**src/rtl/tracking_state_pkg.sv**
```systemverilog
// Shared definitions for the tracking-engine state fill: state word indices,
// bit positions of the packed configuration fields and the fill FSM states.
package tracking_state_pkg;

    localparam int CARRIER_FREQ = 0;
    localparam int CODE_FREQ    = 1;
    localparam int COR_CONFIG   = 2;
    localparam int NH_CONFIG    = 3;
    localparam int COH_CONFIG   = 4;
    localparam int PRN_CONFIG   = 5;
    localparam int PRN_STATE    = 6;
    localparam int PRN_CONFIG2  = 14;
    localparam int PRN2_STATE   = 15;

    // Correlator configuration word
    localparam int PRE_SHIFT_LSB      = 0;
    localparam int ENABLE_BOC_BIT     = 2;
    localparam int DATA_IN_Q_BIT      = 3;
    localparam int ENABLE_2ND_PRN_BIT = 4;
    localparam int NARROW_LSB         = 8;
    localparam int DUMP_LEN_LSB       = 16;

    // NH code word
    localparam int NH_CODE_LSB = 0;
    localparam int NH_LEN_LSB  = 27;

    // Coherent integration word
    localparam int NH_CODE2_LSB   = 0;
    localparam int MS_DATA_LSB    = 20;
    localparam int COH_NUM_LSB    = 25;
    localparam int POST_SHIFT_LSB = 30;

    typedef enum logic [1:0] {
        FILL_IDLE  = 2'd0,
        FILL_READ  = 2'd1,
        FILL_DRAIN = 2'd2
    } fill_state_e;

endpackage

```
**src/rtl/state_rd_pipe.sv**
```systemverilog
// Valid/index shift register that tracks outstanding state RAM reads so the
// returning data can be tagged with its word index exactly LATENCY cycles later.
module state_rd_pipe #(
    parameter int LATENCY = 1,
    parameter int IDX_W   = 5
) (
    input  logic             clk,
    input  logic             rst_b,
    input  logic             flush,
    input  logic             in_valid,
    input  logic [IDX_W-1:0] in_idx,
    output logic             out_valid,
    output logic [IDX_W-1:0] out_idx
);

    logic [LATENCY-1:0] valid_q, valid_d;
    logic [IDX_W-1:0]   idx_q [LATENCY];
    logic [IDX_W-1:0]   idx_d [LATENCY];

    // A flush drops every in-flight read, including the one issued this cycle.
    always_comb begin
        valid_d = '0;
        for (int i = 0; i < LATENCY; i++) begin
            idx_d[i] = '0;
        end
        if (!flush) begin
            valid_d[0] = in_valid;
            idx_d[0]   = in_idx;
            for (int i = 1; i < LATENCY; i++) begin
                valid_d[i] = valid_q[i-1];
                idx_d[i]   = idx_q[i-1];
            end
        end
    end

    always_ff @(posedge clk or negedge rst_b) begin
        if (!rst_b) begin
            valid_q <= '0;
            for (int i = 0; i < LATENCY; i++) begin
                idx_q[i] <= '0;
            end
        end else begin
            valid_q <= valid_d;
            for (int i = 0; i < LATENCY; i++) begin
                idx_q[i] <= idx_d[i];
            end
        end
    end

    assign out_valid = valid_q[LATENCY-1];
    assign out_idx   = idx_q[LATENCY-1];

endmodule

```
**src/rtl/state_fill_sequencer.sv**
```systemverilog
// Reads every state word of one channel from the state RAM, latches the static
// configuration words and strobes a one-hot load enable for each returned word.
module state_fill_sequencer #(
    parameter int CH_W        = 5,
    parameter int WORD_W      = 5,
    parameter int STATE_WORDS = 16,
    parameter int RD_LATENCY  = 1
) (
    input  logic                     clk,
    input  logic                     rst_b,
    input  logic                     fill_start,
    input  logic [CH_W-1:0]          fill_channel,
    input  logic                     fill_abort,
    output logic                     fill_busy,
    output logic                     fill_done,
    output logic                     state_rd,
    output logic [CH_W+WORD_W-1:0]   state_addr,
    input  logic [31:0]              state_d4rd,
    output logic [STATE_WORDS-1:0]   load_en,
    output logic                     acc_en,
    output logic [31:0]              carrier_freq,
    output logic [31:0]              code_freq,
    output logic [31:0]              prn_config,
    output logic [31:0]              prn2_config,
    output logic [1:0]               pre_shift_bits,
    output logic                     enable_boc,
    output logic                     data_in_q,
    output logic                     enable_2nd_prn,
    output logic [1:0]               narrow_factor,
    output logic [15:0]              dump_length,
    output logic [24:0]              nh_code,
    output logic [4:0]               nh_length,
    output logic [19:0]              nh_code2,
    output logic [4:0]               ms_data_number,
    output logic [4:0]               coherent_number,
    output logic [1:0]               post_shift_bits
);

    import tracking_state_pkg::*;

    localparam logic [WORD_W-1:0] LAST_WORD = WORD_W'(STATE_WORDS - 1);

    fill_state_e       state_q, state_d;
    logic              busy_q, busy_d;
    logic              done_q, done_d;
    logic [CH_W-1:0]   ch_q, ch_d;
    logic [WORD_W-1:0] cnt_q, cnt_d;

    logic              pipe_valid;
    logic [WORD_W-1:0] pipe_idx;
    logic [STATE_WORDS-1:0] load_en_w;

    logic [31:0] carrier_q, carrier_d;
    logic [31:0] code_q, code_d;
    logic [31:0] prn_q, prn_d;
    logic [31:0] prn2_q, prn2_d;
    logic [1:0]  pre_shift_q, pre_shift_d;
    logic        boc_q, boc_d;
    logic        inq_q, inq_d;
    logic        en2_q, en2_d;
    logic [1:0]  narrow_q, narrow_d;
    logic [15:0] dump_q, dump_d;
    logic [24:0] nh_code_q, nh_code_d;
    logic [4:0]  nh_len_q, nh_len_d;
    logic [19:0] nh_code2_q, nh_code2_d;
    logic [4:0]  ms_q, ms_d;
    logic [4:0]  coh_q, coh_d;
    logic [1:0]  post_shift_q, post_shift_d;

    assign state_rd   = (state_q == FILL_READ);
    assign state_addr = {ch_q, cnt_q};

    state_rd_pipe #(
        .LATENCY (RD_LATENCY),
        .IDX_W   (WORD_W)
    ) u_rd_pipe (
        .clk       (clk),
        .rst_b     (rst_b),
        .flush     (fill_abort),
        .in_valid  (state_rd),
        .in_idx    (cnt_q),
        .out_valid (pipe_valid),
        .out_idx   (pipe_idx)
    );

    // Decoded purely from pipeline flops, so at most one bit is ever set.
    always_comb begin
        load_en_w = '0;
        for (int k = 0; k < STATE_WORDS; k++) begin
            load_en_w[k] = pipe_valid && (pipe_idx == WORD_W'(k));
        end
    end

    assign load_en = load_en_w;
    assign acc_en  = load_en_w[STATE_WORDS-1];

    // Abort overrides everything; a start is only honoured from IDLE.
    always_comb begin
        state_d = state_q;
        busy_d  = busy_q;
        done_d  = 1'b0;
        ch_d    = ch_q;
        cnt_d   = cnt_q;
        if (fill_abort) begin
            state_d = FILL_IDLE;
            busy_d  = 1'b0;
        end else begin
            case (state_q)
                FILL_IDLE: begin
                    if (fill_start) begin
                        state_d = FILL_READ;
                        busy_d  = 1'b1;
                        ch_d    = fill_channel;
                        cnt_d   = '0;
                    end
                end
                FILL_READ: begin
                    if (cnt_q == LAST_WORD) begin
                        state_d = FILL_DRAIN;
                    end else begin
                        cnt_d = cnt_q + 1'b1;
                    end
                end
                FILL_DRAIN: begin
                    if (pipe_valid && (pipe_idx == LAST_WORD)) begin
                        state_d = FILL_IDLE;
                        busy_d  = 1'b0;
                        done_d  = 1'b1;
                    end
                end
                default: begin
                    state_d = FILL_IDLE;
                    busy_d  = 1'b0;
                end
            endcase
        end
    end

    always_comb begin
        carrier_d    = carrier_q;
        code_d       = code_q;
        prn_d        = prn_q;
        prn2_d       = prn2_q;
        pre_shift_d  = pre_shift_q;
        boc_d        = boc_q;
        inq_d        = inq_q;
        en2_d        = en2_q;
        narrow_d     = narrow_q;
        dump_d       = dump_q;
        nh_code_d    = nh_code_q;
        nh_len_d     = nh_len_q;
        nh_code2_d   = nh_code2_q;
        ms_d         = ms_q;
        coh_d        = coh_q;
        post_shift_d = post_shift_q;
        if (load_en_w[CARRIER_FREQ]) begin
            carrier_d = state_d4rd;
        end
        if (load_en_w[CODE_FREQ]) begin
            code_d = state_d4rd;
        end
        if (load_en_w[COR_CONFIG]) begin
            pre_shift_d = state_d4rd[PRE_SHIFT_LSB +: 2];
            boc_d       = state_d4rd[ENABLE_BOC_BIT];
            inq_d       = state_d4rd[DATA_IN_Q_BIT];
            en2_d       = state_d4rd[ENABLE_2ND_PRN_BIT];
            narrow_d    = state_d4rd[NARROW_LSB +: 2];
            dump_d      = state_d4rd[DUMP_LEN_LSB +: 16];
        end
        if (load_en_w[NH_CONFIG]) begin
            nh_code_d = state_d4rd[NH_CODE_LSB +: 25];
            nh_len_d  = state_d4rd[NH_LEN_LSB +: 5];
        end
        if (load_en_w[COH_CONFIG]) begin
            nh_code2_d   = state_d4rd[NH_CODE2_LSB +: 20];
            ms_d         = state_d4rd[MS_DATA_LSB +: 5];
            coh_d        = state_d4rd[COH_NUM_LSB +: 5];
            post_shift_d = state_d4rd[POST_SHIFT_LSB +: 2];
        end
        if (load_en_w[PRN_CONFIG]) begin
            prn_d = state_d4rd;
        end
        if (load_en_w[PRN_CONFIG2]) begin
            prn2_d = state_d4rd;
        end
    end

    always_ff @(posedge clk or negedge rst_b) begin
        if (!rst_b) begin
            state_q      <= FILL_IDLE;
            busy_q       <= 1'b0;
            done_q       <= 1'b0;
            ch_q         <= '0;
            cnt_q        <= '0;
            carrier_q    <= '0;
            code_q       <= '0;
            prn_q        <= '0;
            prn2_q       <= '0;
            pre_shift_q  <= '0;
            boc_q        <= 1'b0;
            inq_q        <= 1'b0;
            en2_q        <= 1'b0;
            narrow_q     <= '0;
            dump_q       <= '0;
            nh_code_q    <= '0;
            nh_len_q     <= '0;
            nh_code2_q   <= '0;
            ms_q         <= '0;
            coh_q        <= '0;
            post_shift_q <= '0;
        end else begin
            state_q      <= state_d;
            busy_q       <= busy_d;
            done_q       <= done_d;
            ch_q         <= ch_d;
            cnt_q        <= cnt_d;
            carrier_q    <= carrier_d;
            code_q       <= code_d;
            prn_q        <= prn_d;
            prn2_q       <= prn2_d;
            pre_shift_q  <= pre_shift_d;
            boc_q        <= boc_d;
            inq_q        <= inq_d;
            en2_q        <= en2_d;
            narrow_q     <= narrow_d;
            dump_q       <= dump_d;
            nh_code_q    <= nh_code_d;
            nh_len_q     <= nh_len_d;
            nh_code2_q   <= nh_code2_d;
            ms_q         <= ms_d;
            coh_q        <= coh_d;
            post_shift_q <= post_shift_d;
        end
    end

    assign fill_busy       = busy_q;
    assign fill_done       = done_q;
    assign carrier_freq    = carrier_q;
    assign code_freq       = code_q;
    assign prn_config      = prn_q;
    assign prn2_config     = prn2_q;
    assign pre_shift_bits  = pre_shift_q;
    assign enable_boc      = boc_q;
    assign data_in_q       = inq_q;
    assign enable_2nd_prn  = en2_q;
    assign narrow_factor   = narrow_q;
    assign dump_length     = dump_q;
    assign nh_code         = nh_code_q;
    assign nh_length       = nh_len_q;
    assign nh_code2        = nh_code2_q;
    assign ms_data_number  = ms_q;
    assign coherent_number = coh_q;
    assign post_shift_bits = post_shift_q;

endmodule

```
**config.mk**
```make
export PLATFORM = sky130hd
export DESIGN_NAME = state_fill_sequencer
export DESIGN_NICKNAME = d
export VERILOG_FILES = /design/src/rtl/tracking_state_pkg.sv /design/src/rtl/state_rd_pipe.sv /design/src/rtl/state_fill_sequencer.sv
export SDC_FILE = /design/constraint.sdc
export NUM_CORES = 1
export LEC_CHECK = 0
export CAP_MARGIN = 10
export CORE_MARGIN = 1
export CORE_UTILIZATION = 35
export DETAILED_ROUTE_END_ITERATION = 12
export GPL_ROUTABILITY_DRIVEN = 0
export HOLD_SLACK_MARGIN = 0.08
export PLACE_DENSITY_LB_ADDON = 0.25
export REMOVE_ABC_BUFFERS = 1
export SYNTH_ARGS = -nofsm -noshare
export SYNTH_HDL_FRONTEND = slang
export SYNTH_SLANG_ARGS = --single-unit
```
**constraint.sdc**
```tcl
create_clock -name clk -period 2.49 [get_ports clk]
set_input_delay 0.498 -clock clk [delete_from_list [all_inputs] [get_ports clk]]
set_output_delay 0.498 -clock clk [all_outputs]
set_load 0.005 [all_outputs]
```
After elaboration in Yosys (flattened, before gate mapping)
Index checks and enable logic that the tools add are counted.
{"block": "op_classes", "n_addsub": 1, "n_eq_ne": 24, "n_mux": 17, "bitwise": 1, "n_reduce_logical": 23}
{"cell": "$eq 5x4->1 const B", "count": 9}
{"cell": "$eq 5x3->1 const B", "count": 4}
{"cell": "$logic_and 1x1->1", "count": 16}
{"cell": "$mux 5", "count": 3}
{"cell": "$eq 5x2->1 const B", "count": 2}
{"cell": "$pmux 5 s2", "count": 1}
{"cell": "$ne 3x3->1 const B", "count": 3}
{"cell": "$reduce_and 3->1", "count": 3}
{"cell": "$mux 2", "count": 4}
{"cell": "$mux 1", "count": 7}
{"cell": "$ne 2x2->1 const B", "count": 3}
{"cell": "$pmux 2 s3", "count": 1}
{"cell": "$add 5x1->5 const B", "count": 1}
{"cell": "$eq 5x1->1 const B", "count": 1}
{"cell": "$logic_not 5->1", "count": 1}
{"cell": "$reduce_and 4->1", "count": 1}
{"cell": "$pmux 1 s3", "count": 1}
{"cell": "$eq 2x1->1 const B", "count": 1}
{"cell": "$eq 2x2->1 const B", "count": 1}
{"cell": "$logic_not 2->1", "count": 1}
{"cell": "$reduce_bool 2->1", "count": 1}
{"cell": "$not 1->1", "count": 1}
{"block": "totals", "reg_bits": 233, "in_bits": 41, "out_inout_bits": 243, "word_cells": 89}

Logic depth before layout (Yosys ltp)
Gate-level depths: netlist of the first run.
{"block": "depth", "word_depth": 5, "mapped_depth": 6, "depth_no_buf": 6}

By module
From an unflattened synthesis of the first run, not the netlist that was laid out.
{"block": "hier_totals", "cells_unflattened": 547, "area_unflattened_um2": 8956.1}
{"mod": "state_fill_sequencer", "n_inst": 1, "cells_each": 535, "area_per_inst_um2": 8768.4, "seq_area_each_um2": 5680.4}
{"mod": "state_rd_pipe", "n_inst": 1, "cells_each": 12, "area_per_inst_um2": 187.7, "seq_area_each_um2": 150.1}

Worst setup path before layout of the first run
No wires, ideal clock.
{"block": "synth_path", "path_type": "reg2out", "start": "reg u_rd_pipe.idx_q, in the netlist u_rd_pipe.out_idx[2]", "end": "out load_en[0]", "arrival_ns": 1.603, "t_required_ns": 1.992, "setup_slack_ns": 0.389, "path_stages_with_launch": 6, "path_buffers": 2, "cell_sequence": "dfrtp_1 -> or4b_1 -> or3_1 -> buf_2 -> buf_6 -> inv_1"}
{"block": "synth_between", "elab_chain_cells": 2}
{"element": "from (decl)", "line_no": "state_rd_pipe.sv:17", "text": "logic [IDX_W-1:0] idx_q [LATENCY];"}
{"element": "from (signal, indexed assignment)", "line_no": "state_rd_pipe.sv:45", "text": "idx_q[i] <= idx_d[i];"}
{"element": "$logic_not 5->1", "line_no": "state_fill_sequencer.sv:90", "text": "load_en_w[k] = pipe_valid && (pipe_idx == WORD_W'(k));"}
{"element": "$logic_and 1x1->1", "line_no": "state_fill_sequencer.sv:90"}
{"element": "to (decl)", "line_no": "state_fill_sequencer.sv:19", "text": "output logic [STATE_WORDS-1:0] load_en,"}
No other way between the ends.

Worst setup path after layout of the first run
{"block": "layout_path", "start": "reg u_rd_pipe.idx_q, in the netlist u_rd_pipe.out_idx[4]", "end": "out load_en[0]"}
Same word-level chain as after synthesis.

==> summary.txt, run 1 <==
Yosys
  • Dominant cell type by area after synthesis: dfrtp_1
  • Most common library cells after synthesis: 233 x dfrtp_1, 184 x mux2_2, 29 x mux2_4
  • Count leader, synth: dfrtp_1
  • Mapped cell area: 8950 sq um
  • Distinct cell type count after synthesis: 32
  • EDFF count, synth: 0
  • Top post-synthesis cells by area: dfrtp_1 65%, mux2_2 23%, mux2_4 4.9%
  • Post-synth ARST share: 100%
  • Post-synth top flop: dfrtp_1
  • Synthesis warning total: 0
  • Mean Syn Cell Area: 15.9 sq um
  • Register area share after synthesis: 65.2%
  • Cells after synthesis: 561
  • Post-synthesis register bit count: 233
  • Yosys top cell area share: 65.2%

STA
  • Clk_skew: 14.8 ps
  • Max-slew violations: 0
  • Fmax: 400 MHz
  • Least-Margin Pin Slew: 707 ps
  • Tmin final: 2500 ps
  • Final hold viol count: 0
  • Tcrit/Tclk final: 101%
  • Final worst slack: -12.9 ps
  • TNS Setup: -12.9 ps
  • Slew HR: 52.8%
  • Hold_ws: 476 ps
  • RSZ-0062 raised after global routing: yes
  • Final setup fails: 1

Critical path
  • Worst setup SP type: register
  • Worst Path Arrival: 2000 ps
  • Crit end category: primary output
  • Critical Path Fanout Max: 4
  • Critical path data required time: 1990 ps
  • Worst Path Class, Setup: register to primary output

Cells and area
  • Layout overhead on the synthesized area: 48.9%
  • Layout cell share with drive strength beyond 1: 34.6%
  • Diodes inserted: 0
  • Design Area, Final: 13,300 sq um
  • Fin nets: 911
  • Fillcell total: 2,173
  • Final instance count without filler cells: 1,215
  • Fin util: 53.1%

Power and ir drop
  • Tot Pwr: 14.5 mW
  • Sequential share of power: 39.8%
  • LEAKAGE: 5.96 nW
  • Worst VDD drop: 479 uV
  • Pwr Density: 1090 nW/um^2
  • Combinational fraction of design power: 31.8%
  • Psw: 3.51 mW
  • Power share of the clock group: 28.5%
  • Switching Fraction: 24.1%
  • Int Power: 11.0 mW

Placement
  • PortBufs: 283
  • Pre-CTS WS: -73.7 ps
  • Post-DP HPWL: 15.5 mm
  • Placed cells: 1,164
  • Placed inst area: 12,300 sq um

Die
  • Initial Util: 35.6%
  • Row cnt: 58
  • Die width: 162 microns
  • Placeable core area: 25,100 sq um
  • Die Y: 162 microns
  • I/O pin total: 284
  • DIE AREA: 26,200 sq um

Worst hold path
  • Worst hold path class: register to register

Route
  • Drc violations: 0
  • DR vias: 5,752
  • DR pass1 iterations: 4
  • Total routed wirelength: 23.8 mm
  • Drt wl/cell: 19.5 microns
  • Final ANT Viol Nets: 0
  • Avg Vias per Cell: 4.73
  • Starting DRT DRC Count: 258

Job
  • Max_cap viols: 0

CTS
  • Max H-tree Level: 1
  • Clock-pin slew on the worst setup and hold paths: 60 ps
  • CTS Root Cell: clkbuf_16
  • Clk buf depth: 3
  • Worst-Skew Late Latency: 520 ps
  • CTS Sinks: 233
  • CTS tree: built
  • TritonCTS buffer count: 26

Global routing
  • Number of global-route vias before repair: 5,798
  • Remaining global-route overflow: 0
  • First-pass GRT wire length: 36.3 mm
  • Pin count of the biggest net entering global routing: 58
  • GRT Util Overall: 18.1%
  • Initial antenna violation count: 0

Status
  • Status: complete, but fails checks
  • Violated checks: setup timing
final timing paths:
path                                       from         endpoint  slack [ps]  cells past startpoint
max in group asynchronous                 rst_b   dump_length[5]        1290                      3
min reg2reg                             ch_q[2]          ch_q[2]         480                      2
max                        u_rd_pipe.out_idx[4]       load_en[0]         -10                      4
max reg2reg                            cnt_q[0]         cnt_q[3]         270                      6
min in group asynchronous                 rst_b  carrier_freq[6]         520                      2
min                                     ch_q[2]          ch_q[2]         480                      2
state kept, by name (all words and copies together), names as in the netlist, 16 cells and up:
register,count
carrier_freq,32
code_freq,32
prn2_config,32
prn_config,32
nh_code,25
nh_code2,20
dump_length,16
metal layers:
layer  share of wire [%]  track usage, %  wire length (microns)  vias to the layer above
li1                    -               -                      -                     2583
met1                  46            25.4                  10900                     2909
met2                  44            27.2                  10400                      223
met3                 8.2            5.16                   1960                       37
met4                 2.2            4.80                    533                        0
met5                   0               0                      0                        -
kinds of logic (layout without fill, tap and decap cells):
| group | Yosys count | count (layout) | synth area share (%) |
|---|---|---|---|
| AND/OR/NAND/NOR | 64 | 64 | 3.73 |
| multiplexers | 213 | 213 | 28.0 |
| flip-flops | 233 | 233 | 65.2 |
| buffers and inverters | 39 | 363 | 2.06 |
| adder cells (fa/ha/maj) | 2 | 2 | 0.280 |
| AO/OA/AOI/OAI | 10 | 10 | 0.741 |
worst max-delay path: stages (launching register included):
cell and delay [ps]:
dfrtp_1 400, or4b_4 550, or3_4 380, inv_2 70, buf_6 100
placed cells by master (no fill, tap or decap), types with 3 or more instances in the layout:
master,count
buf_12,4
nand3_1,3
nor2_1,13
nor2_4,3
nand2b_1,3
clkbuf_1,5
nand2_1,18
buf_6,4
clkdlybuf4s50_1,271
nor2b_1,4
inv_1,6
clkbuf_8,6
dlymetal6s2s_1,3
bufinv_16,5
buf_4,20
inv_2,3
dfrtp_1,231
dlygate4sd2_1,3
clkbuf_16,27
mux2_2,184
mux2_4,29
repair_timing:
| action | in CTS | in global routing |
|---|---|---|
| endpoints found under the setup margin | 13 | 13 |
| buffers inserted | 3 | 2 |
| cloned | 0 | 0 |
| hold endpoints to repair | 50 | 0 |
| gates resized for setup | 37 | 11 |
| hold buffers | 1 | 0 |
| pin swaps | 2 | 2 |
power by group through the flow:
stage / Combinational, mW / Sequential (mW) / Clock (mW)
2_1_floorplan: 1.35 / 5.88 / 0
3_3_place_gp: 4.61 / 5.79 / 0
3_5_place_dp: 4.65 / 5.84 / 0
4_1_cts: 4.68 / 5.79 / 4.25
5_1_grt: 4.91 / 5.95 / 4.41
6_report: 4.62 / 5.78 / 4.14
final cells by class:
class	instances	area, sq um	share of cell area, %
Sequential cell	233	5830	43.8
Timing Repair Buffer	309	3090	23.2
Clock buffer	38	777	5.83
Multi-Input combinational cell	289	3020	22.6
Inverter	9	33.8	0.253
Tap cell	330	413	3.10
Clock inverter	7	160	1.20
(Power assumes the default switching activity.)
==> run 2, diff against run 1 <==
--- a/config.mk
+++ b/config.mk
@@ -9,10 +9,11 @@
 export CORE_MARGIN = 1
 export CORE_UTILIZATION = 35
 export DETAILED_ROUTE_END_ITERATION = 12
-export GPL_ROUTABILITY_DRIVEN = 0
+export GPL_ROUTABILITY_DRIVEN = 1
 export HOLD_SLACK_MARGIN = 0.08
 export PLACE_DENSITY_LB_ADDON = 0.25
 export REMOVE_ABC_BUFFERS = 1
 export SYNTH_ARGS = -nofsm -noshare
 export SYNTH_HDL_FRONTEND = slang
+export SYNTH_HIERARCHICAL = 1
 export SYNTH_SLANG_ARGS = --single-unit
==> run 2 against run 1 <==
Register-to-register slack got worse by 50 ps. Wire length decreased by 1.5%. Largest power group unchanged. Clock power decreased by 5.1%. Largest cell class unchanged. The run still ends with setup timing left. Setup slack got worse by 2.5 ps. Die area about the same. Clock skew increased by 1.2 ps. Sequential share of layout area increased by 0.11 points. Global-route usage increased by 0.073 points. Synthesized cell count decreased by 2.5%. Via count decreased by 0.50%. Combinational power decreased by 31%. First-iteration DRC count decreased by 17%.
==> summary.txt, run 2 <==
Power and ir drop
  • LEAKAGE: 5.95 nW (-0.15%)
  • Worst VDD drop: 603 uV (+26%)
  • Pwr Density: 918 nW/um^2 (-16%)

Die
  • Die width: 162 microns (about the same)
  • I/O pin total: 284 (unchanged)
  • Die Y: 162 microns (about the same)
  • Initial Util: 35.7% (about the same)
  • Row cnt: 58 (unchanged)
  • DIE AREA: 26,200 sq um (about the same)
  • Placeable core area: 25,100 sq um (unchanged)

Status
  • Violated checks: setup timing
  • Status: complete, but fails checks

Route
  • Final ANT Viol Nets: 0 (unchanged)
  • DR pass1 iterations: 4 (unchanged)
  • Routed wl met3: 1.88 mm (-3.9%)
  • DR vias: 5,723 (-0.50%)
  • Routed wl met2: 10.3 mm (-0.83%)
  • Drc violations: 0 (unchanged)
  • Top layer in use: met4
  • Starting DRT DRC Count: 215 (-17%)
  • Total routed wirelength: 23.4 mm (-1.5%)
  • Avg Vias per Cell: 4.75 (+0.24%)
  • Drt wl/cell: 19.4 microns (-0.81%)
  • DRT met1 WL: 10.8 mm (-1.2%)

Cells and area
  • Layout overhead on the synthesized area: 48.4%
  • Commonest non-fill, non-tap cell in the layout: clkdlybuf4s50_1
  • Diodes inserted: 0 (unchanged)
  • Fin util: 52.9% (-0.13 points)
  • Commonest non-fill, non-tap cells in the layout: 269 x clkdlybuf4s50_1, 231 x dfrtp_1, 191 x mux2_2
  • Fillcell total: 2,159 (-0.64%)
  • Fin nets: 901 (-1.1%)
  • Layout cell share with drive strength beyond 1: 36.4% (+1.8 points)

Yosys
  • EDFF count, synth: 0 (unchanged)
  • Most common library cells after synthesis: 233 x dfrtp_1, 191 x mux2_2, 29 x mux2_4
  • Synthesis warning total: 6 (+6)
  • Count leader, synth: dfrtp_1
  • Dominant cell type by area after synthesis: dfrtp_1
  • Distinct cell type count after synthesis: 32 (unchanged)
  • Post-synthesis register bit count: 233 (unchanged)
  • Mapped cell area: 8960 sq um (about the same)
  • Yosys top cell area share: 65.1% (about the same)
  • Register area share after synthesis: 65.1% (about the same)
  • Top post-synthesis cells by area: dfrtp_1 65%, mux2_2 24%, mux2_4 4.9%
  • Post-synth ARST share: 100% (unchanged)
  • Cells after synthesis: 547 (-2.5%)
  • Post-synth top flop: dfrtp_1
  • Mean Syn Cell Area: 16.4 sq um (+2.7%)

CTS
  • Clk buf depth: 3 (unchanged)
  • TritonCTS buffer count: 26 (unchanged)
  • Worst-Skew Late Latency: 520 ps (about the same)
  • CTS tree: built
  • Max H-tree Level: 1 (unchanged)
  • CTS Root Cell: clkbuf_16
  • Clock-pin slew on the worst setup and hold paths: 60 ps (about the same)
  • CTS Sinks: 233 (unchanged)

Placement
  • PortBufs: 283 (unchanged)
  • GPL Wtd Cong: 0.807
  • Post-DP HPWL: 15.3 mm (-1.5%)

STA
  • Final setup fails: 2 (+1)
  • Final hold viol count: 0 (unchanged)
  • Hold_ws: 502 ps (+25.9 ps)
  • Final worst slack: -15.4 ps (-2.49 ps)
  • Clk_skew: 16.1 ps (+1.21 ps)
  • Max-slew violations: 0 (unchanged)
  • RSZ-0062 raised after global routing: yes
  • Tmin final: 2510 ps (+2.49 ps)
  • Slew HR: 53.9% (+1.0 points)
  • Fmax: 399 MHz (about the same)
  • Least-Margin Pin Slew: 692 ps (-15.5 ps)
  • TNS Setup: -18.4 ps (-5.51 ps)
  • Tcrit/Tclk final: 101% (about the same)

Critical path
  • Critical Path Fanout Max: 3 (-1)
  • Worst Path Class, Setup: register to primary output
  • Worst setup SP type: register
  • Crit end category: primary output
  • Crit-path cells: or4b_4, buf_6, or2_4, inv_2, buf_6
  • CP peak stage delay: 570 ps (+20 ps)
  • Critical path data required time: 1990 ps (about the same)
  • Worst Path Arrival: 2010 ps (about the same)
  • CP max stage cell: or4b_4
  • Most used cell, CP: buf_6
  • Top delay family on crit path: simple AND/OR/NAND/NOR gates
  • Buf/Inv on CP: 3 (+1)

Global routing
  • Number of global-route vias before repair: 5,954 (+2.7%)
  • Pin count of the biggest net entering global routing: 68 (+17%)
  • First-pass GRT wire length: 36.5 mm (+0.74%)
  • GRT Util Overall: 18.1% (+0.073 points)
  • Initial antenna violation count: 0 (unchanged)
  • Remaining global-route overflow: 0 (unchanged)

Job
  • Max_cap viols: 0 (unchanged)

Worst hold path
  • Worst hold path class: register to register
==> run 2: cell types whose count changed after synthesis, moves of 2 or more <==
cell	delta
nand3_1	-2
nor2_1	-3
o31ai_1	-2
nand2_1	-16
nor2b_1	+3
mux2_2	+7
nor4b_1	-2
or4b_2	-2
clkbuf_1	-4
inv_1	+2
==> run 2: final cells by class <==
type                            count  area [sq um]  area share, %
Clock buffer                       39           801           6.02
Clock inverter                      7          96.3          0.725
Inverter                           11          41.3          0.311
Multi-Input combinational cell    277          3050           23.0
Sequential cell                   233          5830           43.9
Tap cell                          330           413           3.11
Timing Repair Buffer              309          3060           23.0
==> run 2: metal layers <==
metal	GRT usage (%)	vias to the layer above
met2	27.5	226
met1	25.5	2907
met4	4.59	0
met3	5.16	37
li1	-	2553
met5	0	-
==> run 2: cells by family after synthesis <==
logic type / after synthesis / share of synthesized area [%]
buffers and inverters: 37 / 1.97
muxes: 221 / 29.0
adders and majority gates: 2 / 0.279
and+or+nand+nor: 46 / 3.00
DFF: 233 / 65.1
AOI/OAI and AO/OA: 8 / 0.657
==> run 2: metrics by stage <==
stage                     total power, mW  cell area (sq um)  setup WS (ps)  std cells
after floorplan                      6.13               8820           -333        521
after CTS                            12.4              13300          -93.3       1204
final                                12.2              13300          -15.4       1206
after global routing                 12.8              13300          -86.3       1206
after global placement               8.30              12300          -73.5       1153
after detailed placement             8.36              12300          -87.0       1153
==> run 2: path summary, 6_finish.rpt <==
check                           cells after the start                 start       endpoint  slack (ps)
worst min-delay path                                1         code_freq[13]  code_freq[13]         500
worst max-delay path                                5  u_rd_pipe/out_idx[3]     load_en[2]         -20
worst min register to register                      1         code_freq[13]  code_freq[13]         500
max in group asynchronous                           3                 rst_b  prn_config[2]        1230
min in group asynchronous                           2                 rst_b   nh_length[2]         520
worst max register to register                      6              cnt_q[0]       cnt_q[3]         220
==> run 2: report_power, final <==
group	switching, mW	internal, mW
Clock	1.51	2.42
Sequential	0.456	4.64
Combinational	0.940	2.23
==> run 2: repair_timing <==
item,4_1_cts,5_1_grt
resized for setup,42,16
pin swaps,5,4
hold endpoints to repair,63,0
hold buffers,1,0
buffers inserted,4,2
endpoints found under the setup margin,17,13
==> run 3, diff against run 2 <==
--- a/config.mk
+++ b/config.mk
@@ -7,7 +7,7 @@
 export LEC_CHECK = 0
 export CAP_MARGIN = 10
 export CORE_MARGIN = 1
-export CORE_UTILIZATION = 35
+export CORE_UTILIZATION = 46
 export DETAILED_ROUTE_END_ITERATION = 12
 export GPL_ROUTABILITY_DRIVEN = 1
 export HOLD_SLACK_MARGIN = 0.08
==> run 3 against run 2 <==
The flow still finishes with violations (setup timing). Maximum frequency grew 0.51%. Die area fell by 24%. Flip-flop and latch count unchanged. Combinational power increased by 2%. Power is 3.3% lower. Wire length increased by 0.63%. Setup slack gained 13 ps. Count of clock-buffer cells in the layout decreased by 3. Critical path depth unchanged. Non-clock buffer count increased by 1. Critical endpoint is now load_en[1]. Largest cell class unchanged.
==> summary.txt, run 3 (synthesized netlist as in run 2, its figures left out) <==
CTS
  • CTS Root Cell: clkbuf_16
  • Clock-pin slew on the worst setup and hold paths: 60 ps (about the same)
  • CTS tree: built
  • Max H-tree Level: 1 (unchanged)
  • TritonCTS buffer count: 24 (-7.7%)
  • Worst-Skew Late Latency: 500 ps (-20 ps)
  • Clk buf depth: 3 (unchanged)
  • CTS Sinks: 233 (unchanged)

Status
  • Status: complete, but fails checks
  • Violated checks: setup timing

Critical path
  • Worst Path Class, Setup: register to primary output
  • Critical Path Fanout Max: 3 (unchanged)
  • Critical path data required time: 1990 ps (about the same)
  • Crit end category: primary output
  • Worst setup SP type: register
  • Worst Path Arrival: 1990 ps (-20 ps)

Die
  • Row cnt: 50 (-14%)
  • Die Y: 142 microns (-13%)
  • DIE AREA: 20,000 sq um (-24%)
  • I/O pin total: 284 (unchanged)
  • Initial Util: 47.4% (+12 points)
  • Die width: 142 microns (-13%)
  • Placeable core area: 18,900 sq um (-25%)

Global routing
  • GR Layer Usage met2: 39.9% (+12 points)
  • First-pass GRT wire length: 36.3 mm (-0.61%)
  • Initial antenna violation count: 0 (unchanged)
  • GRT Util Overall: 23.8% (+5.7 points)
  • Pin count of the biggest net entering global routing: 74 (+8.8%)
  • Number of global-route vias before repair: 6,180 (+3.8%)
  • Met3 usage: 4.62% (-0.53 points)
  • Remaining global-route overflow: 0 (unchanged)
  • Global routing usage on met1: 32.1% (+6.6 points)
  • Global route hottest layer: met2

Route
  • DR pass1 iterations: 4 (unchanged)
  • Total routed wirelength: 23.5 mm (+0.63%)
  • Avg Vias per Cell: 5.16 (+8.8%)
  • Final ANT Viol Nets: 0 (unchanged)
  • Drt wl/cell: 20.8 microns (+7.0%)
  • Drc violations: 0 (unchanged)
  • Starting DRT DRC Count: 176 (-18%)
  • DR vias: 5,854 (+2.3%)

STA
  • Final setup fails: 2 (unchanged)
  • RSZ-0062 raised after global routing: yes
  • Least-Margin Pin Slew: 717 ps (+24.8 ps)
  • Clk_skew: 4.11 ps (-11.9 ps)
  • Tcrit/Tclk final: 100% (-0.51 points)
  • Final hold viol count: 0 (unchanged)
  • Max-slew violations: 0 (unchanged)
  • Fmax: 401 MHz (+0.51%)
  • Tmin final: 2490 ps (-12.8 ps)
  • Final worst slack: -2.61 ps (+12.8 ps)
  • Slew HR: 52.2% (-1.7 points)

Cells and area
  • Fin nets: 900 (-0.11%)
  • Commonest non-fill, non-tap cells in the layout: 269 x clkdlybuf4s50_1, 231 x dfrtp_1, 191 x mux2_2
  • Commonest non-fill, non-tap cell in the layout: clkdlybuf4s50_1
  • Design Area, Final: 13,100 sq um (-1.2%)
  • Fin util: 69.5% (+17 points)
  • Layout cell share with drive strength beyond 1: 35.7% (-0.72 points)
  • Diodes inserted: 0 (unchanged)
  • Layout overhead on the synthesized area: 46.7%

Power and ir drop
  • Pwr Density: 898 nW/um^2 (-2.1%)
  • LEAKAGE: 5.92 nW (-0.57%)
  • Worst VDD drop: 501 uV (-17%)

Placement
  • Post-DP HPWL: 16.0 mm (+5.0%)
  • GPL Wtd Cong: 0.840 (+4.1%)
  • PortBufs: 283 (unchanged)
  • Placed inst area: 12,200 sq um (-0.73%)

Worst hold path
  • Worst hold path class: register to register

Job
  • Max_cap viols: 0 (unchanged)
-- run 3: routing by layer --
| layer | vias up | routed length (microns) |
|---|---|---|
| met5 | - | 0 |
| met4 | 0 | 429 |
| met3 | 30 | 1590 |
| met2 | 228 | 11500 |
| met1 | 3041 | 10100 |
| li1 | 2555 | - |
-- run 3: final timing paths --
path	slack, ps	start	cells past startpoint	to
setup / recovery	-3	u_rd_pipe/out_idx[2]	5	load_en[1]
hold / removal	500	dump_length[10]	1	dump_length[10]
setup reg to reg	130	u_rd_pipe/out_idx[2]	6	nh_length[2]
hold reg to reg	500	dump_length[10]	1	dump_length[10]
max in group asynchronous	1240	rst_b	3	nh_code2[6]
min in group asynchronous	560	rst_b	2	code_freq[3]
-- run 3: what timing repair did --
item | 4_1_cts | 5_1_grt
buffers inserted | 7 | 2
pin swaps | 6 | 3
gates resized for setup | 42 | 14
hold buffers | 1 | 0
hold endpoints to repair | 69 | 0
setup endpoints to repair | 17 | 10
-- run 3: power breakdown --
| group | switching [mW] | internal (mW) | total, mW | leakage [nW] |
|---|---|---|---|---|
| Sequential | 0.501 | 4.64 | 5.15 | 2.88 |
| Clock | 1.38 | 2.06 | 3.44 | 0.397 |
| Combinational | 0.970 | 2.25 | 3.22 | 2.65 |
| Total | 2.85 | 8.95 | 11.8 | 5.92 |
-- run 3: final cells by class --
class                           instances  area [sq um]
Inverter                               11          41.3
Multi-Input combinational cell        277          3060
Tap cell                              260           325
Timing Repair Buffer                  310          3100
Fill cell                            1300          5750
Sequential cell                       233          5830
Clock inverter                          7          35.0
Clock buffer                           36           747
-- run 3: per-stage QoR --
step | TNS, ps | hold WS, ps | instances | setup slack (ps) | power, mW
after floorplan | -14230 | 202 | 521 | -333 | 6.13
after global placement | -73.5 | 486 | 1081 | -42.1 | 8.28
after detailed placement | -130 | 491 | 1081 | -71.2 | 8.41
after CTS | -130 | 505 | 1132 | -106 | 11.9
after global routing | -118 | 515 | 1134 | -44.0 | 12.4
final | -3.49 | 501 | 1134 | -2.61 | 11.8
-- run 3: critical path, stage by stage, from the launching register on --
cell	delay (ps)
dfrtp_1	390
or4b_4	590
buf_6	150
or2_4	230
inv_2	60
buf_6	80
==> RTL change 1 (flow settings as in run 1) <==
The output `fill_done` loses its register stage (`done_q` becomes a continuous assignment).
--- a/src/rtl/state_fill_sequencer.sv
+++ b/src/rtl/state_fill_sequencer.sv
@@ -189,7 +189,6 @@
         if (!rst_b) begin
             state_q      <= FILL_IDLE;
             busy_q       <= 1'b0;
-            done_q       <= 1'b0;
             ch_q         <= '0;
             cnt_q        <= '0;
             carrier_q    <= '0;
@@ -211,7 +210,6 @@
         end else begin
             state_q      <= state_d;
             busy_q       <= busy_d;
-            done_q       <= done_d;
             ch_q         <= ch_d;
             cnt_q        <= cnt_d;
             carrier_q    <= carrier_d;
@@ -233,6 +231,8 @@
         end
     end
 
+    assign done_q = done_d;
+
     assign fill_busy       = busy_q;
     assign fill_done       = done_q;
     assign carrier_freq    = carrier_q;
Function: no difference found for any inputs over 10 cycles, from zero or initial values and one cycle with rst_b low; that may be too few to reach the edited logic, so the function may still have changed.
==> RTL change 1 against run 1 <==
The flow still finishes with violations (setup timing); utilization shrank 0.24 points; design area decreased by 0.45%; routed wire length rose by 0.72%; synthesized area fell by 0.28%; count of clock-buffer cells in the layout is 2 higher; global-route usage increased by 0.20 points; setup slack got worse by 0.098 ns; total power is 2.1% lower; highest routed layer unchanged; sequential cell count shrank 1; critical endpoint unchanged; sequential share of layout area is essentially flat.
==> RTL change 1: results (changes against run 1) <==
status: finished with violations (unchanged)
failing checks: setup timing (unchanged)
path depth of the worst reg2reg path: 5 (was 6)
sequential share of the synthesized area: 65.1% (was 65.2%)
Vias/cell: 4.70 (was 4.73)
Min-Delay Startpoint: ch_q[1]$_DFFE_PN0P_ (was ch_q[2]$_DFFE_PN0P_)
Leak: 5.96 nW (about the same)
Metal-1 WL: 11200 µm (was 10900 µm)
M3 GR Usage: 4.85% (was 5.16%)
global-route wire length before repair: 36600 µm (was 36300 µm)
DR pass1 iterations: 6 (was 4)
Post-synth top cells: dfrtp_1 (232), mux2_2 (184), mux2_4 (29) (was dfrtp_1 (233), mux2_2 (184), mux2_4 (29))
largest net degree at the start of global routing: 69 (was 58)
met3 wire length: 1870 µm (was 1960 µm)
mux contribution to synthesized area: 28.1% (was 28.0%)
adder-cell share of the synthesized area: 0.280% (about the same)
# setup viols final: 4 (was 1)
compound-cell area share of the yosys netlist: 0.743% (was 0.741%)
Data arrival, critical path: 2.10 ns (was 2.00 ns)
Inst Count DP: 1163 (was 1164)
Slew @ Worst Pin: 0.720 ns (was 0.707 ns)
final net count: 914 (was 911)
Worst Skew: 0.0195 ns (was 0.0148 ns)
reg-to-reg slack, setup: 0.16 ns (was 0.27 ns)
Fillers: 2148 (was 2173)
WL met2: 10600 µm (was 10400 µm)
number of global-route vias before repair: 5816 (was 5798)
post-DR wirelength/cell: 19.6 µm (was 19.5 µm)
global-route usage over all layers: 18.3% (was 18.1%)
Setup WS post-layout: -0.111 ns (was -0.0129 ns)
Area contributors post-synth: dfrtp_1 (65%), mux2_2 (23%), mux2_4 (4.9%) (unchanged)
Detailed Route Iter0 Violations: 206 (was 258)
post-CTS sizing: 56 (was 37)
setup_tns: -0.327 ns (was -0.0129 ns)
routing usage on met1: 26.2% (was 25.4%)
worst hold slack: 0.486 ns (was 0.476 ns)
RTL change 1: cell count changes in the layout (fill, tap and decap cells not counted), sizes merged:
cell and change:
buf +5, dlygate4sd2 +7, dfrtp -1, clkdlybuf4s15 -1, bufinv -4, clkbuf +3
dlymetal6s2s -1, clkinvlp +1, clkinv +4, clkdlybuf4s50 -7
RTL change 1: cell type report:
type | instances | area (µm²) | share of cell area [%]
clock inverter | 8 | 75.1 | 0.566
clock buffer | 40 | 815 | 6.14
sequential | 232 | 5810 | 43.8
inverter | 9 | 36.3 | 0.274
tap | 330 | 413 | 3.11
multi-input combinational | 289 | 3020 | 22.8
timing repair buffer | 313 | 3100 | 23.3
RTL change 1: where the power goes:
part	leakage (nW)	switching, mW	internal, mW
clock network	0.440	1.51	2.35
logic	2.65	1.33	3.29
registers	2.86	0.687	5.07
RTL change 1: tightest hold or removal path, delay by kind of cell (launching register included):
| family | cells | cell delay, ns |
|---|---|---|
| flip-flops | 1 | 0.34 |
| AND/OR/NAND/NOR | 2 | 0.11 |
==> RTL change 2 (settings of run 1) <==
Made on the original files. The parameter `RD_LATENCY` goes from 1 to 2.
--- a/src/rtl/state_fill_sequencer.sv
+++ b/src/rtl/state_fill_sequencer.sv
@@ -4,7 +4,7 @@
     parameter int CH_W        = 5,
     parameter int WORD_W      = 5,
     parameter int STATE_WORDS = 16,
-    parameter int RD_LATENCY  = 1
+    parameter int RD_LATENCY  = 2
 ) (
     input  logic                     clk,
     input  logic                     rst_b,
Formal check against the unedited RTL: not equivalent (a bounded check fails within 4 cycles, from zero or initial values and one cycle with rst_b low).
==> RTL change 2 against run 1 <==
Synthesized cell count up 2.1%; largest cell class unchanged; fmax up 0.25%; setup slack better by 0.0062 ns; design area up 0.45%; routed wire length up 2.6%; critical endpoint is now load_en[1]; die area up 2.2%; total power down 24%; synthesized area up 2.2%; sequential cell count up 6; hold slack worse by 0.011 ns; the flow still finishes with violations (setup timing).
==> RTL change 2: results (changes against run 1) <==
CP startpoint: u_rd_pipe.out_idx[4]$_DFF_PN0_ (unchanged)
root buffer cell: clkbuf_16 (unchanged)
Slew @ Worst Pin: 0.702 ns (was 0.707 ns)
total number of vias: 5846 (was 5752)
Data arrival, critical path: 2.00 ns (about the same)
initial antenna violation count: 0 (unchanged)
failing checks: setup timing (unchanged)
GRT overflow: 0 (unchanged)
reg-to-reg slack, setup: 0.22 ns (was 0.27 ns)
post-synthesis cell count: 573 (was 561)
global-route wire length before repair: 37200 µm (was 36300 µm)
Area contributors post-synth: dfrtp_1 (65%), mux2_2 (23%), mux2_4 (4.8%) (was dfrtp_1 (65%), mux2_2 (23%), mux2_4 (4.9%))
Placed Area: 0.0125 mm² (was 0.0123 mm²)
Post-synth top cells: dfrtp_1 (239), mux2_2 (184), mux2_4 (29) (was dfrtp_1 (233), mux2_2 (184), mux2_4 (29))
Detailed Route Iter0 Violations: 257 (was 258)
CTS Buf Count: 26 (unchanged)
Worst Setup EP: load_en[1] (was load_en[0])
Vias/cell: 4.75 (was 4.73)
global-route usage over all layers: 18.2% (was 18.1%)
Net Sw Frac: 23.8% (was 24.1%)
Worst VDD drop: 0.490 mV (was 0.479 mV)
H-Tree Depth: 1 (unchanged)
Setup WS post-layout: -0.00665 ns (was -0.0129 ns)
Inst Count DP: 1178 (was 1164)
path depth of the worst reg2reg path: 6 (unchanged)
I/O Buffers: 283 (unchanged)
# setup viols final: 1 (unchanged)
worst reg2reg endpoint: code_freq[7]$_DFFE_PN0P_ (was cnt_q[3]$_DFFE_PN0P_)
largest net degree at the start of global routing: 75 (was 58)
post-DR wirelength/cell: 19.8 µm (was 19.5 µm)
hold crit path type: flip-flop to flip-flop (unchanged)
status: finished with violations (unchanged)
Worst Skew: 0.0133 ns (was 0.0148 ns)
Leak: 6.02 nW (was 5.96 nW)
ANT cells: 0 (unchanged)
Pins Over Slew Limit: 0 (unchanged)
HPWL after detailed placement: 16100 µm (was 15500 µm)
layout cells sized above 1: 34.1% (was 34.6%)
Warnings, synthesis: 0 (unchanged)
sequential share of the synthesized area: 65.4% (was 65.2%)
worst hold slack: 0.465 ns (was 0.476 ns)
final net count: 925 (was 911)
number of global-route vias before repair: 5937 (was 5798)
RTL change 2: timing repair:
action                                  in CTS  in global routing
buffers inserted                             3                  2
pin swaps                                    1                  2
endpoints found under the setup margin      15                 13
endpoints found under the hold margin       66                  0
gates resized for setup                     41                 11
hold buffers                                 1                  0
RTL change 2: area by class of cell:
class,count,area (µm²)
Clock buffer,41,778
Clock inverter,6,30.0
Fill cell,2197,12000
Inverter,7,26.3
Multi-Input combinational cell,297,3070
Sequential cell,239,5980
Tap cell,330,413
Timing Repair Buffer,311,3090
RTL change 2: kinds of logic (layout without fill, tap and decap cells):
group	Yosys count	count (layout)	synth area share (%)
flops	239	239	65.4
mux	213	213	27.4
simple gates	71	71	4.19
buf+inv	37	365	1.93
compound gates	11	11	0.794
fa+ha+maj	2	2	0.274
RTL change 2: routing by layer:
metal / track usage, % / vias to the layer above / wire [µm]
li1: - / 2633 / -
met1: 26.1 / 2991 / 11400
met2: 27.8 / 202 / 10800
met3: 4.98 / 20 / 1900
met4: 3.37 / 0 / 264
met5: 0 / - / 0
RTL change 2: worst min-delay path by stage:
stage,startpoint,to,cells past startpoint
after floorplan,rst_b,carrier_freq[0]$_DFFE_PN0P_,0
after global placement,u_rd_pipe.valid_q[0]$_DFF_PN0_,u_rd_pipe.valid_q[1]$_DFF_PN0_,1
after detailed placement,u_rd_pipe.idx_q[8]$_DFF_PN0_,u_rd_pipe.out_idx[3]$_DFF_PN0_,1
after CTS,u_rd_pipe.idx_q[7]$_DFF_PN0_,u_rd_pipe.out_idx[2]$_DFF_PN0_,1
after global routing,u_rd_pipe.idx_q[8]$_DFF_PN0_,u_rd_pipe.out_idx[3]$_DFF_PN0_,1
final,u_rd_pipe.idx_q[7]$_DFF_PN0_,u_rd_pipe.out_idx[2]$_DFF_PN0_,1
RTL change 2: through the flow:
stage	setup slack (ns)	power [mW]	setup TNS (ns)
6_report	-0.00665	11.0	-0.00665
5_1_grt	-0.0812	11.6	-0.412
3_5_place_dp	-0.00892	7.49	-0.0117
3_3_place_gp	0.00884	7.44	0
2_1_floorplan	-0.333	5.72	-14.23
4_1_cts	-0.0674	11.2	-0.193
RTL change 2: critical path: stages (launching register included):
cell,delay (ns)
dfrtp_1,0.40
or4b_4,0.56
buf_6,0.15
or2_4,0.24
inv_2,0.06
buf_6,0.08
RTL change 2: power by group through the flow:
stage                     clock [mW]  sequential, mW  combinational [mW]
after floorplan                    0            4.99               0.731
after global placement             0            4.94                2.50
after detailed placement           0            4.96                2.53
after CTS                       3.74            4.90                2.55
after global routing            3.91            4.98                2.69
final                           3.63            4.90                2.51
